`src/rtl/cpu_pkg.sv`:
```
// rtl/cpu_pkg.sv - shared opcode/state types and decode helpers for the CPU controller
// Used by cpu_controller and cpu_ctrl_decode.
package cpu_pkg;

   localparam int OPCODE_W = 3;

   typedef enum logic [OPCODE_W-1:0] {
      OP_HLT = 3'd0,
      OP_SKZ = 3'd1,
      OP_ADD = 3'd2,
      OP_AND = 3'd3,
      OP_XOR = 3'd4,
      OP_LDA = 3'd5,
      OP_STO = 3'd6,
      OP_JMP = 3'd7
   } opcode_t;

   // Phases 0..7 map directly onto the low state bits; HALTED sits outside that range.
   typedef enum logic [3:0] {
      S_INST_ADDR  = 4'd0,
      S_INST_FETCH = 4'd1,
      S_INST_LOAD  = 4'd2,
      S_IDLE       = 4'd3,
      S_OP_ADDR    = 4'd4,
      S_OP_FETCH   = 4'd5,
      S_ALU_OP     = 4'd6,
      S_STORE      = 4'd7,
      S_HALTED     = 4'd8
   } state_t;

   localparam logic [2:0] PHASE_HALTED = 3'd7;

   // Bit n set means opcode n reads an operand into the accumulator (ADD, AND, XOR, LDA).
   localparam logic [7:0] ALU_OP_SET = 8'b0011_1100;

   function automatic logic [2:0] state_phase(input state_t s);
      return (s == S_HALTED) ? PHASE_HALTED : s[2:0];
   endfunction

endpackage

```
`src/rtl/cpu_ctrl_decode.sv`:
```
// rtl/cpu_ctrl_decode.sv - combinational state/opcode to control-strobe decode
// Pure Moore decode: depends only on the state register and the held opcode.
module cpu_ctrl_decode
   import cpu_pkg::*;
#(
   parameter int OPCODE_WIDTH = 3
) (
   input  state_t                  state,
   input  logic [OPCODE_WIDTH-1:0] opcode,
   input  logic                    zero,
   output logic                    sel,
   output logic                    rd,
   output logic                    ld_ir,
   output logic                    inc_pc,
   output logic                    ld_pc,
   output logic                    ld_ac,
   output logic                    wr,
   output logic                    data_e,
   output logic                    halt,
   output logic [2:0]              phase
);

   logic is_hlt;
   logic is_skz;
   logic is_sto;
   logic is_jmp;
   logic is_alu;

   assign is_hlt = (opcode == OPCODE_WIDTH'(OP_HLT));
   assign is_skz = (opcode == OPCODE_WIDTH'(OP_SKZ));
   assign is_sto = (opcode == OPCODE_WIDTH'(OP_STO));
   assign is_jmp = (opcode == OPCODE_WIDTH'(OP_JMP));
   assign is_alu = ((opcode >> 3) == '0) && ALU_OP_SET[opcode[2:0]];

   assign phase = state_phase(state);

   always_comb begin
      sel    = 1'b0;
      rd     = 1'b0;
      ld_ir  = 1'b0;
      inc_pc = 1'b0;
      ld_pc  = 1'b0;
      ld_ac  = 1'b0;
      wr     = 1'b0;
      data_e = 1'b0;
      halt   = 1'b0;
      case (state)
         S_INST_ADDR: begin
            sel = 1'b1;
         end
         S_INST_FETCH: begin
            sel = 1'b1;
            rd  = 1'b1;
         end
         S_INST_LOAD, S_IDLE: begin
            sel   = 1'b1;
            rd    = 1'b1;
            ld_ir = 1'b1;
         end
         S_OP_ADDR: begin
            inc_pc = 1'b1;
            halt   = is_hlt;
         end
         S_OP_FETCH: begin
            rd = is_alu;
         end
         // zero only matters here: SKZ skips by a second PC increment.
         S_ALU_OP: begin
            rd     = is_alu;
            inc_pc = is_skz & zero;
            ld_pc  = is_jmp;
            data_e = is_sto;
         end
         S_STORE: begin
            rd     = is_alu;
            ld_ac  = is_alu;
            ld_pc  = is_jmp;
            wr     = is_sto;
            data_e = is_sto;
         end
         S_HALTED: begin
            halt = 1'b1;
         end
         default: ;
      endcase
   end

endmodule

```
`src/rtl/cpu_controller.sv`:
```
// rtl/cpu_controller.sv - eight-phase Moore instruction sequencer for the simple CPU
// Optional feature macro CTRL_RESUME_EN adds a resume input that leaves HALTED.
module cpu_controller
   import cpu_pkg::*;
#(
   parameter int OPCODE_WIDTH = 3
) (
   input  logic                    clk,
   input  logic                    rst,
   input  logic [OPCODE_WIDTH-1:0] opcode,
   input  logic                    zero,
`ifdef CTRL_RESUME_EN
   input  logic                    resume,
`endif
   output logic                    sel,
   output logic                    rd,
   output logic                    ld_ir,
   output logic                    inc_pc,
   output logic                    ld_pc,
   output logic                    ld_ac,
   output logic                    wr,
   output logic                    data_e,
   output logic                    halt,
   output logic [2:0]              phase
);

   state_t state;
   logic   is_hlt;

   assign is_hlt = (opcode == OPCODE_WIDTH'(OP_HLT));

   always_ff @(posedge clk) begin
      if (rst) begin
         state <= S_INST_ADDR;
      end else begin
         case (state)
            S_INST_ADDR:  state <= S_INST_FETCH;
            S_INST_FETCH: state <= S_INST_LOAD;
            S_INST_LOAD:  state <= S_IDLE;
            S_IDLE:       state <= S_OP_ADDR;
            S_OP_ADDR:    state <= is_hlt ? S_HALTED : S_OP_FETCH;
            S_OP_FETCH:   state <= S_ALU_OP;
            S_ALU_OP:     state <= S_STORE;
            S_STORE:      state <= S_INST_ADDR;
`ifdef CTRL_RESUME_EN
            S_HALTED:     state <= resume ? S_INST_ADDR : S_HALTED;
`else
            S_HALTED:     state <= S_HALTED;
`endif
            default:      state <= S_INST_ADDR;
         endcase
      end
   end

   cpu_ctrl_decode #(
      .OPCODE_WIDTH (OPCODE_WIDTH)
   ) u_decode (
      .state  (state),
      .opcode (opcode),
      .zero   (zero),
      .sel    (sel),
      .rd     (rd),
      .ld_ir  (ld_ir),
      .inc_pc (inc_pc),
      .ld_pc  (ld_pc),
      .ld_ac  (ld_ac),
      .wr     (wr),
      .data_e (data_e),
      .halt   (halt),
      .phase  (phase)
   );

endmodule

```
`config.mk`:
```
export PLATFORM = sky130hd
export DESIGN_NAME = cpu_controller
export DESIGN_NICKNAME = d
export VERILOG_FILES = /design/src/rtl/cpu_pkg.sv /design/src/rtl/cpu_ctrl_decode.sv /design/src/rtl/cpu_controller.sv
export SDC_FILE = /design/constraint.sdc
export NUM_CORES = 1
export LEC_CHECK = 0
export ABC_AREA = 1
export CORE_AREA = 2 2 39 41
export CTS_CLUSTER_SIZE = 8
export DETAILED_ROUTE_END_ITERATION = 6
export DIE_AREA = 0 0 41 43
export GPL_TIMING_DRIVEN = 0
export PLACE_DENSITY = 0.59
export SYNTH_ARGS = -nofsm -noshare
export SYNTH_HDL_FRONTEND = slang
export SYNTH_HIERARCHICAL = 1
export SYNTH_SLANG_ARGS = --single-unit
```
`constraint.sdc`:
```
create_clock -name clk -period 1.1 [get_ports clk]
set_input_delay 0.11 -clock clk [delete_from_list [all_inputs] [get_ports clk]]
set_output_delay 0.11 -clock clk [all_outputs]
set_load 0.03 [all_outputs]
```
==> results.sh <==
export IMPL_outcome="complete, but fails checks"
export IMPL_violations="setup timing"
export IMPL_synth_fa_ha_area_share_pct=0
export IMPL_synthSimpleGateAreaFrac_pct=65.2
export IMPL_drive_gt1_share_pct=55.3
export IMPL_synth_lib_cells_used_distinct=14
export IMPL_grt_pass1_wl_um=1900
export IMPL_worst_slack_ns=-0.100
export IMPL_ant_nets=0
export IMPL_syn_nets=82
export IMPL_core_area_um2=1380
export IMPL_setup_violations=10
export IMPL_rows=14
export IMPL_die_w_um=41
export IMPL_hold_path_class="in -> reg"
export IMPL_slowest_delay_ns=0.37
export IMPL_crit_family="simple AND/OR/NAND/NOR gates"
export IMPL_clk_pin_slew_ns=0.03
export IMPL_cp_max_fo=6
export IMPL_worst_slew_pin_slew_ns=0.249
export IMPL_synthMuxAreaShare_pct=0
export IMPL_clock_fmax_mhz=833
export IMPL_ir_worst_vdd_uv=497
export IMPL_worst_setup_path_start_kind="flop"
export IMPL_rrSetupSlack_ns=0.05
export IMPL_cts_path_max_buffers=2
export IMPL_via_count=570
export IMPL_path_buf_inv=1
export IMPL_dieArea_um2=1760
export IMPL_grt_use_total_pct=15.2
export IMPL_top_register="state"
export IMPL_largest_reg_flops=4
export IMPL_grt_max_degree=7
export IMPL_gp_congestion=0.752
export IMPL_netlist_area_um2=407
export IMPL_grt_overflow=0
export IMPL_rsz0062_at_grt="yes"
export IMPL_min_period_over_period_pct=109
export IMPL_fin_nets=111
export IMPL_hpwl_um=789
export IMPL_slowest_stage="dfxtp_4"
export IMPL_antenna_found_initial=0
export IMPL_mostFrequentLayoutCells="nand2_1, buf_6, buf_4, nor2_1, inv_1"
export IMPL_ys_ff_latch=4
export IMPL_numCtsBuffers=3
export IMPL_drt_pass1_iter_count=4
export IMPL_syn_inst=76
export IMPL_synth_compound_area_share_pct=1.23
export IMPL_htreeDepth=1
export IMPL_fin_util_pct=56.9
export IMPL_period_minus_slack_ns=1.20
export IMPL_clk_latency_ns=0.23
export IMPL_dp_slack_ns=-0.760
export IMPL_fin_hold_ws_ns=0.445
export IMPL_grt_pass1_vias=497
export IMPL_p_leak_uw=0.000366
export IMPL_wl_per_cell_um=10.1
export IMPL_critPathCaptureType="output pin"
export IMPL_slew_viol_final=0
export IMPL_critPathKind="reg -> out"
export IMPL_cts_tree="yes"
export IMPL_root_buffer="clkbuf_4"
export IMPL_path_cells="nor2_4 -> nand3_4 -> nand2_2 -> buf_6"
export IMPL_area_growth_pct=93.5
export IMPL_cellPowerDensity_nw_per_um2=796
export IMPL_mostFrequentLayoutCell="nand2_1"
export IMPL_max_cap_violations=0
export IMPL_synth_avg_cell_area_um2=5.35
export IMPL_synth_top_family_by_area="simple AND/OR/NAND/NOR gates"
export IMPL_yosysSeqAreaShare_pct=19.7
export IMPL_routed_wl_um=1200
export IMPL_n_antenna_cell=0
export IMPL_synth_xor_area_share_pct=0
export IMPL_placed_area_um2=602
export IMPL_io_pins=18
export IMPL_relSlewSlack_pct=83.4
export IMPL_worstPathArrival_ns=1.09
export IMPL_cts_sinks=4
export IMPL_clock_skew_ns=0.000389
export IMPL_hold_viol=0
export IMPL_yosysWarningCount=6
export IMPL_stdcell_area_um2=787
export IMPL_port_buffers=17
export IMPL_cts_hold_buffers=0
export IMPL_die_y_um=43
export IMPL_drt_iter0_drc=5
export IMPL_worst_endpoint_required_ns=0.99
export IMPL_drc=0
export IMPL_top_regs="state: 4 flops"
export IMPL_start_util_pct=29.4
export IMPL_vias_per_cell=4.79
what timing repair did:
action,4_1_cts,5_1_grt
resized for setup,105,17
setup buffers,5,3
pin swaps,4,12
endpoints found under the setup margin,12,13
through the flow:
step           instances  power (µW)  setup TNS [ns]
3_5_place_dp         109         386           -7.23
3_3_place_gp         109         385           -7.21
4_1_cts              117         603          -0.634
2_1_floorplan         76         301          -0.149
6_report             119         627          -0.803
5_1_grt              119         670           -1.38
worst min-delay path: stages:
cell and delay [ns]:
dlygate4sd2_1 0.30, nor2_1 0.06, nand4_1 0.10, a21oi_1 0.06
report_power, final:
part,leakage (µW),total (µW),internal (µW),switching [µW]
Combinational,0.000316,280,120,159
Clock,0.0000138,172,121,51.0
Sequential,0.0000356,175,152,22.4
final cells by class:
class	instances	area (µm²)
Fill cell	143	597
Multi-Input combinational cell	57	345
Timing Repair Buffer	24	235
Sequential cell	4	95.1
Inverter	15	68.8
Clock buffer	3	22.5
Tap cell	16	20.0
per-layer routing:
metal,GRT usage [%],vias to the layer above,share of wire (%)
li1,-,291,-
met1,18.0,261,36
met2,26.9,16,58
met3,0,2,5.2
met4,6.00,0,0.83
met5,0,-,0
path summary, 6_finish.rpt:
path,endpoint,startpoint,cells after the start
setup / recovery,phase[2],state[1],4
hold / removal,state[3],opcode[0],4
setup reg to reg,state[2],state[2],7
hold reg to reg,state[1],state[3],3
cells by family after synthesis:
logic type             count (synthesis)
DFF                                    4
and+or+nand+nor                       56
AOI/OAI and AO/OA                      1
buffers and inverters                 15
synth_stat cells:
library cell	number	share of area, %
dfxtp_1	4	20
inv_2	1	0.92
inv_1	14	13
nand2_2	1	1.5
nor2_1	14	13
nand4_1	2	3.1
nor3_2	2	4.9
a21oi_1	1	1.2
nor3_1	2	2.5
nand2_1	24	22
nand3_2	2	4.9
nand3_1	6	7.4
nor2_2	2	3.1
nor2_4	1	2.8
No activity file was read; power rests on OpenSTA's default activity.
